[src/rtl/spi_pkg.sv]
// spi_pkg: FSM encoding and shared constants for the SPI master arbiter
package spi_pkg;
  typedef enum logic [2:0] {IDLE, SETUP, HIGH, LOW, GAP} state_t;
  localparam int MIN_CLK_DIV = 2;
  localparam int BYTE_W = 8;
endpackage

[src/rtl/spi_rr_arbiter.sv]
// spi_rr_arbiter: two-way round-robin choice with a last-grant register
module spi_rr_arbiter (
  input  logic       clk,
  input  logic       rst,
  input  logic [1:0] req,
  input  logic       take,
  output logic       any,
  output logic       gnt_id
);
  logic last;
  assign any = |req;
  assign gnt_id = req[1] & (~req[0] | ~last);
  // remember who won so a tie goes to the other requester next time
  always_ff @(posedge clk)
    if (rst) last <= 1'b1;
    else if (take && any) last <= gnt_id;
endmodule

[src/rtl/spi_master_arbiter.sv]
// spi_master_arbiter: single-byte SPI master (CPOL=0, LSB first) shared by two requesters
module spi_master_arbiter
  import spi_pkg::*;
#(
  parameter int CLK_DIV = 4
) (
  input  logic              clk_i,
  input  logic              rst_i,
  input  logic              req0_i,
  input  logic [BYTE_W-1:0] data0_bi,
  input  logic              req1_i,
  input  logic [BYTE_W-1:0] data1_bi,
  output logic              busy_o,
  output logic              done_o,
  output logic              done_id_o,
  output logic [BYTE_W-1:0] rdata_bo,
  output logic              spi_sclk_o,
  output logic              spi_mosi_o,
  input  logic              spi_miso_i,
  output logic              spi_cs_o
);
  localparam logic [7:0] RELOAD = 8'((CLK_DIV < MIN_CLK_DIV ? MIN_CLK_DIV : CLK_DIV) - 1);
  state_t state, state_n;
  logic [7:0] cnt, cnt_n;
  logic [2:0] bcnt;
  logic [BYTE_W-1:0] tx, rx;
  logic id, gnt_any, gnt_id, grant, phase_end, last_bit;
  assign phase_end = cnt == 8'd0;
  assign grant = state == IDLE && gnt_any;
  assign last_bit = state == LOW && phase_end && bcnt == 3'd7;
  spi_rr_arbiter u_rr (
    .clk   (clk_i),
    .rst   (rst_i),
    .req   ({req1_i, req0_i}),
    .take  (grant),
    .any   (gnt_any),
    .gnt_id(gnt_id)
  );
  // state register and half-period counter
  always_ff @(posedge clk_i)
    if (rst_i) begin
      state <= IDLE;
      cnt <= '0;
    end else begin
      state <= state_n;
      cnt <= cnt_n;
    end
  // next state, counter reload on every phase entry, and pin levels per state
  always_comb begin
    state_n = state;
    cnt_n = (grant || (state != IDLE && phase_end)) ? RELOAD : (state == IDLE ? cnt : cnt - 8'd1);
    busy_o = state != IDLE;
    spi_cs_o = state == IDLE || state == GAP;
    spi_sclk_o = state == HIGH;
    spi_mosi_o = !spi_cs_o & tx[0];
    case (state)
      IDLE:    state_n = grant ? SETUP : IDLE;
      SETUP:   state_n = phase_end ? HIGH : SETUP;
      HIGH:    state_n = phase_end ? LOW : HIGH;
      LOW:     state_n = !phase_end ? LOW : (bcnt == 3'd7 ? GAP : HIGH);
      GAP:     state_n = phase_end ? IDLE : GAP;
      default: state_n = IDLE;
    endcase
  end
  // datapath: latch on grant, sample/shift at end of HIGH, publish entering GAP
  always_ff @(posedge clk_i)
    if (rst_i) begin
      tx <= '0;
      rx <= '0;
      id <= 1'b0;
      bcnt <= '0;
      done_o <= 1'b0;
      done_id_o <= 1'b0;
      rdata_bo <= '0;
    end else begin
      done_o <= last_bit;
      if (grant) begin
        tx <= gnt_id ? data1_bi : data0_bi;
        id <= gnt_id;
        bcnt <= '0;
      end
      if (state == HIGH && phase_end) begin
        tx <= tx >> 1;
        rx <= {spi_miso_i, rx[BYTE_W-1:1]};
      end
      if (state == LOW && phase_end) bcnt <= bcnt + 3'd1;
      if (last_bit) begin
        rdata_bo <= rx;
        done_id_o <= id;
      end
    end
endmodule

[config.mk]
export PLATFORM = sky130hd
export DESIGN_NAME = spi_master_arbiter
export DESIGN_NICKNAME = d
export VERILOG_FILES = /design/src/rtl/spi_pkg.sv /design/src/rtl/spi_rr_arbiter.sv /design/src/rtl/spi_master_arbiter.sv
export SDC_FILE = /design/constraint.sdc
export NUM_CORES = 1
export LEC_CHECK = 0
export ABC_AREA = 0
export CAP_MARGIN = 20
export CORE_MARGIN = 3
export CORE_UTILIZATION = 44
export CTS_BUF_LIST = sky130_fd_sc_hd__clkbuf_8
export CTS_CLUSTER_SIZE = 10
export DETAILED_ROUTE_END_ITERATION = 10
export GPL_TIMING_DRIVEN = 0
export PLACE_DENSITY_LB_ADDON = 0.15
export SYNTH_ARGS = -nofsm -noshare
export SYNTH_HDL_FRONTEND = slang
export SYNTH_SLANG_ARGS = --single-unit
[constraint.sdc]
create_clock -name clk_i -period 1.7 [get_ports clk_i]
set_input_delay 0.255 -clock clk_i [delete_from_list [all_inputs] [get_ports clk_i]]
set_output_delay 0.255 -clock clk_i [all_outputs]
set_load 0.1 [all_outputs]
==> results, run 1 <==
- The power per cell area is 1080 mW/mm².
- The critical-path maximum fanout is 10.
- The upper clock frequency limit is 614 MHz.
- 0 antenna diodes ended up in the layout.
- CTS built an H-tree with a depth of 2.
- The total length of routed wires is 4.27 mm.
- The post-cts hold buffer count is 0.
- The share of the clock period used by the worst path is between 90% and 100%.
- The leakage component of the power is 1.04 nW.
- Summed over all layers, the global routing overflow is 0.
- The number of antenna violations at the first check in global routing was 0.
- The largest net degree at the start of global routing is 13.
- The final critical delay including setup and external delays is 1630 ps.
- The starting density of the core is around 48%.
- The average routed wire per standard cell is 14.9 µm.
- The number of slew-limit violations in the final report was 0.
- After synthesis the netlist holds a flip-flop and latch count of 42.
- After the first detailed-routing iteration, the DRC count stood at 76.
- The worst slew margin relative to its limit is 63.2%.
- The synthesized design contains 0 enable-type register cells.
- The sequential cells in the finished layout cover a total of 850 µm².
- The number of nets in the synthesized netlist is 217.
- The flow ran to the end, and the final reports show no timing, DRC or antenna violations.
- The setup skew after layout is around 8.4 ps.
- The final hold violation count is 0.
- The placeable core region is 0.00385 mm².
- The arrival time at the worst endpoint is 1370 ps.
- Clock tree synthesis found a total of 42 sinks.
- The via count normalized by instance count is 5.41.
- The synthesized design spends more area on one cell type than any other, namely sky130_fd_sc_hd__dfxtp_1.
- In the routed design, unresolved DRC markers number 0.
- After synthesis, the share of flip-flops with an asynchronous set or reset is 0%.
- The tree is rooted in a sky130_fd_sc_hd__clkbuf_8.
- Across the run, the number of max-cap violations was 0.
- The x dimension of the die is around 71 µm.
- Row generation in the floorplan step produced 22 rows.
- In this run, CTS created clock tree buffers numbering 5.
- The top flip-flop cell by instance count after synthesis is sky130_fd_sc_hd__dfxtp_1.
- For this run, the number of Yosys warnings is 0.
- Across all hold checks on the routed design, the worst slack comes to 469 ps.
- Summed over its instances, the top area cell type makes up a little under half of the synthesized netlist area.
- Traced cell by cell, the critical path runs through nor3_4 > inv_2 > buf_6 > buf_12.
- In the post-synthesis netlist, the biggest area contributors are sky130_fd_sc_hd__dfxtp_1, sky130_fd_sc_hd__mux2i_1, sky130_fd_sc_hd__nor2_1.
- The slowest cell on the critical path is sky130_fd_sc_hd__dfxtp_2.
- The critical path in this run is classified as flip-flop to output pin.
- The overall global routing resource usage is 18.2%.
- The clock passes through at most 2 buffers.
- The area taken by multi-input logic gates is 991 µm².
- Of the cells placed in the final design, the portion with a size suffix greater than 1 is 22.2%.
- The number of port buffers is 34.
- The count of nets left with antenna violations once routing finished came out at 0.
- After synthesis, flip-flops and latches occupy 45.6% of the total area.
- After technology mapping, the gate count stands at 193.
- The worst endpoint required time is 1440 ps.
- The number of placed I/O pins is 35.
- STA classifies the critical path endpoint as an output pin.
- In this run the vertical extent of the chip is 70.7 µm.
- Setup violations remaining at the end of the flow were counted as 0.
- The filler cells instantiated in the layout total 327.
- The nature of the critical path startpoint is a flip-flop.
- The total number of nets in the final design is 262.
- The via count of the first global-routing pass came to 1572.
- After synthesis the cells add up to 0.00184 mm².
- At the end of the flow the core is filled with cells to between 60% and 70%.
- Detailed placement finished with a half-perimeter wire length of a little over 3 mm.
- At the pin with the least slew margin, the transition time is roughly 550 ps.
- The global placement routability congestion is a little over 0.8.
- The clock latency reported for the late side of the worst-skew pair is 300 ps.
- For the final routed database, the setup TNS stands at 0 ps.
- The first-pass detailed-route iteration total is 4.
- The signed area change from the synthesized netlist to the final layout is 32.6%.
- The first global-routing pass estimated 7.28 mm of wire.
- The number of distinct standard cells referenced by the synthesized netlist is 39.
- A synthesized cell averages 9.56 µm².
- The leading cell type by number of instances after synthesis is sky130_fd_sc_hd__dfxtp_1.
- In this run the worst hold path is classified as flip-flop to flip-flop.
- The worst-case vdd ir drop is 0.737 mV.
- The clock tree from TritonCTS is built.
- After clock tree synthesis, the clock-pin slew on the worst setup and hold paths is 80 ps.
- By count the netlist is led by sky130_fd_sc_hd__dfxtp_1, sky130_fd_sc_hd__nor2_1, sky130_fd_sc_hd__mux2i_1, sky130_fd_sc_hd__nand2_1.
- For this run, the slowest stage of the critical path takes 380 ps.
- The die outline area is 0.00500 mm².
- Across all layers, the routed design uses 1553 vias.
==> state kept, by name, indices dropped and copies added (netlist names) <==
signal / flops
rx: 8
id: 1
bcnt: 3
done_o: 1
u_rr.last: 1
tx: 8
rdata_bo: 8
cnt: 8
state: 3
done_id_o: 1
==> what timing repair did <==
item | 4_1_cts | 5_1_grt
buffers inserted | 2 | 2
endpoints found under the setup margin | 48 | 34
pin swaps | 3 | 3
gates resized for setup | 57 | 14
==> metal layers <==
| metal | track usage, % | wire, µm | up-vias |
|---|---|---|---|
| met4 | 8.14 | 89 | 0 |
| met1 | 22.0 | 1880 | 728 |
| met3 | 5.97 | 252 | 10 |
| met2 | 29.4 | 2050 | 38 |
| met5 | 0 | 0 | - |
| li1 | - | - | 777 |
==> worst max-delay path: cells and delay by family, from the launching register on <==
kind | cells | cell delay (ps)
flip-flops | 1 | 380
AND/OR/NAND/NOR | 1 | 260
buffers and inverters | 3 | 430
==> placed cells by master, fill, tap and decap left out, drive strengths merged, types with 2 or more instances in the layout <==
cell type	instances
a211o	2
a21oi	9
a311oi	2
and2	2
and3	2
buf	10
clkbuf	11
clkdlybuf4s15	9
clkdlybuf4s50	20
dfxtp	42
ha	3
inv	5
mux2i	17
nand2	12
nand2b	9
nand3	9
nand4	2
nor2	34
nor2b	4
nor3	2
nor3b	2
o22ai	7
o32ai	7
xor2	5
==> kinds of logic after synthesis <==
logic type	count (synthesis)	synth area share, %
and+or+nand+nor	85	26.2
DFF	42	45.6
AOI/OAI and AO/OA	30	11.4
muxes	18	9.84
buffers and inverters	10	2.58
xor gates and xnor gates	5	2.37
adders and majority gates	3	2.04
==> power by group <==
group          switching (mW)  internal, mW  total [mW]
registers              0.0684          1.06        1.13
logic                   0.456         0.301       0.757
clock network           0.333         0.428       0.760
==> path summary, 6_finish.rpt <==
| check | startpoint | end | slack [ps] | cells past startpoint |
|---|---|---|---|---|
| worst max-delay path | state[2]$_SDFF_PP0_ | busy_o | 70 | 4 |
| worst max register to register | state[2]$_SDFF_PP0_ | tx[6]$_SDFFE_PP0P_ | 120 | 5 |
| worst min-delay path | cnt[0]$_SDFFE_PP0P_ | cnt[0]$_SDFFE_PP0P_ | 470 | 1 |
| worst min register to register | cnt[0]$_SDFFE_PP0P_ | cnt[0]$_SDFFE_PP0P_ | 470 | 1 |
==> stage by stage <==
stage	total power [mW]	std cells	setup WS (ps)	area, µm²
2_1_floorplan	1.65	193	-350	1860
3_3_place_gp	1.81	275	-512	2260
3_5_place_dp	1.83	275	-508	2260
4_1_cts	2.63	285	0.0139	2410
5_1_grt	2.79	287	-11.0	2440
6_report	2.65	287	70.3	2440
==> layout make-up <==
cell class	instances	area share [%]
buffer	7	2.15
clock buffer	5	2.81
clock inverter	3	1.54
inverter	3	0.461
multi-input combinational	141	40.5
sequential	42	34.7
tap	48	2.46
timing repair buffer	38	15.3
(Power assumes the default switching activity.)
==> inputs of run 2 (changes only) <==
==> constraint.sdc (replaced) <==
create_clock -name clk_i -period 1.5 [get_ports clk_i]
set_input_delay 0.225 -clock clk_i [delete_from_list [all_inputs] [get_ports clk_i]]
set_output_delay 0.225 -clock clk_i [all_outputs]
set_load 0.1 [all_outputs]
==> results, run 2 (synthesis results as in run 1) <==
- Excluding fillers, the count of instances in the completed layout stands at 302.
- The final reports fail on negative setup slack.
- The signed area change from the synthesized netlist to the final layout is 46.2%.
- The number of port buffers is 34.
- The setup total negative slack is -1260 ps.
- In this run the worst hold path is classified as flip-flop to flip-flop.
- Clock skew on the completed layout was measured at just under 6 ps.
- The total length of routed wires is 4.43 mm.
- The DRC violation count after routing is 0.
- The fraction of layout cells with a size suffix above 1 is 35.0%.
- The clock latency reported for the late side of the worst-skew pair is 300 ps.
- The post-placement setup slack is -657 ps.
- The buffer cell driving the clock tree root is sky130_fd_sc_hd__clkbuf_8.
- For this design, the sink count on the clock tree is 42.
- The instance area at placement is 0.00227 mm².
- The final hold violation count is 0.
- The TritonCTS buffer count is 5.
- The diode insertion count for antenna repair is 0.
- The worst endpoint required time is 1690 ps.
- The endpoint identified for the worst register-to-register timing path is rx[0]$_SDFFE_PP0P_.
- For this design the total switching power over the nets is 1.09 mW.
- For this run, the share of the core covered by cells in the final layout is a little over two thirds.
- The worst register-to-register path has a depth of 9.
- The via count is 1608.
- The upper clock frequency limit is ~620 MHz.
- The via count of the first global-routing pass is around 1400.
- The critical path in this run is classified as flip-flop to flip-flop.
- The average routed wire per standard cell is 14.7 µm.
- The finished cells cover between 0.002 and 0.003 mm².
- The final setup slack of the worst path is -115 ps.
- The final layout contains 277 nets.
- The worst slew margin relative to its limit is 63.5%.
- Per report_power, the clock group accounts for 24.2% of the total.
- Sequential cells account for 40.9% of the total power.
- The total power consumption of the routed design is 3.12 mW.
- Summed over all nets, the half-perimeter wirelength after detailed placement is around 2.7 mm.
- Setup violations remaining at the end of the flow were counted as 28.
- The number of slew-limit violations in the final report is 0.
- Hold repair after CTS inserted 0 buffers.
- The power per cell area is 1160 mW/mm².
- The via count normalized by instance count is 5.32.
- After layout, the minimum clock period comes to between 1500 and 2000 ps.
- The slew of the pin with the lowest slew margin is 549 ps.
- In this run switching power makes up 34.8% of total power.
- Along the worst path, the maximum fanout reaches 4.
- Clock-pin slew was measured on the worst setup and hold paths at ~90 ps.
- The worst-case register-to-register setup slack is -110 ps.
- Global routing finished with a remaining overflow of 0.
- In this run, placement finished with an instance count of 275.
- The starting density of the core is between 40% and 50%.
- The top cell types in the final layout, fill and taps aside, are sky130_fd_sc_hd__dfxtp_1, sky130_fd_sc_hd__nor2_1, sky130_fd_sc_hd__clkdlybuf4s50_1.
- The leakage component of the power is 1.13 nW.
- Cell internal power was estimated by the tool at approximately 2 mW.
- TritonCTS built the clock tree.
- The worst path uses 108% of the clock period.
- The global placement routability congestion is around 0.78.
- The worst setup path is launched from a flip-flop.
- The element type at the critical path end is a flip-flop.
- The residual antenna-violating net count after detailed routing is 0.
- The H-tree was split into 2 levels.
- The overall global routing resource usage is between 15 and 20%.
- Leaving out fill and tap cells, the most frequent cell in the layout is sky130_fd_sc_hd__dfxtp_1.
- The number of DRC markers after the initial detailed-route iteration is 83.
- The largest net degree at the start of global routing is 16.
- The total area inside the core boundary comes to 0.00385 mm².
- Measured along the x axis, the die boundary spans 70.7 µm.
- The buffer depth of the longest clock path is 2.
- The die outline area is 0.00500 mm².
- 35 I/O pins were placed.
- Setup repair after global routing could not meet its margin everywhere.
- The number of rows in the core area is 22.
- The first-pass GRT wire length is 6.75 mm.
- The number of antenna violations at the first check in global routing was 0.
- The cell count of the worst hold path is 2.
- Max-cap violations in this run came to 0.
- The worst-case IR drop observed on VDD is 0.614 mV.
- Combinational logic is responsible for 34.9% of the overall power.
- The endpoint of the worst hold path is id$_SDFFE_PP0P_.
- The worst slack on hold paths is ~470 ps.
- The flow ran to the end, but the final reports show violations.
- The launch point of the worst hold path is id$_SDFFE_PP0P_.
- At the worst endpoint, the arrival time is about 1800 ps.
- The overall die height is 70.7 µm.
- The origin of the critical flop-to-flop path is cnt[1]$_SDFFE_PP0P_.
- The first detailed-routing pass took 4 iterations.
run 2: changes by cell type in the layout (fill, tap and decap cells not counted), sizes merged:
cell,change
clkinv,+1
buf,+16
clkbuf,-2
bufinv,-1
inv,-1
clkinvlp,+1
clkdlybuf4s15,+1
run 2: routing by layer:
layer,vias to the layer above,global-route usage [%],share of wire (%)
li1,814,-,-
met1,744,22.6,45
met2,45,26.1,48
met3,5,4.55,5.5
met4,0,6.26,1.2
met5,-,0,0
run 2: timing repair:
action / CTS / global route
hold endpoints to repair: 0 / 0
resized for setup: 75 / 28
buffers inserted: 7 / 11
pin swaps: 7 / 21
gates cloned: 1 / 0
setup endpoints to repair: 52 / 38
run 2: how the worst max path moves through the flow:
stage / start / end / slack [ps] / cells after the start
after CTS: cnt[1]$_SDFFE_PP0P_ / rdata_bo[7]$_SDFFE_PP0P_ / -80 / 7
final: cnt[1]$_SDFFE_PP0P_ / rx[0]$_SDFFE_PP0P_ / -110 / 9
after floorplan: state[1]$_SDFF_PP0_ / rx[6]$_SDFFE_PP0P_ / -550 / 5
after detailed placement: state[0]$_SDFF_PP0_ / busy_o / -660 / 4
after global routing: cnt[0]$_SDFFE_PP0P_ / rdata_bo[0]$_SDFFE_PP0P_ / -190 / 7
after global placement: state[0]$_SDFF_PP0_ / busy_o / -670 / 4
run 2: final cells by class:
| class | count | area, µm² |
|---|---|---|
| Tap cell | 48 | 60.1 |
| Clock buffer | 5 | 68.8 |
| Clock inverter | 3 | 25.0 |
| Inverter | 3 | 11.3 |
| Fill cell | 309 | 1160 |
| Timing Repair Buffer | 53 | 534 |
| Sequential cell | 42 | 860 |
| Multi-Input combinational cell | 141 | 1080 |
| Buffer | 7 | 53.8 |
run 2: worst max-delay path, cell delays in order (launching register included):
cell and delay [ps]:
sky130_fd_sc_hd__dfxtp_2 330, sky130_fd_sc_hd__inv_2 70, sky130_fd_sc_hd__ha_4 130, sky130_fd_sc_hd__nor3b_4 260
sky130_fd_sc_hd__buf_12 150, sky130_fd_sc_hd__nand3_4 90, sky130_fd_sc_hd__buf_4 170, sky130_fd_sc_hd__buf_6 110
sky130_fd_sc_hd__mux2i_1 140, sky130_fd_sc_hd__nor2_1 50
run 2: power groups by stage:
stage / combinational, mW / sequential (mW) / clock [mW]
final: 1.09 / 1.28 / 0.757
after global routing: 1.17 / 1.29 / 0.836
after CTS: 0.868 / 1.28 / 0.773
after detailed placement: 0.785 / 1.30 / 0
after global placement: 0.777 / 1.30 / 0
after floorplan: 0.592 / 1.29 / 0
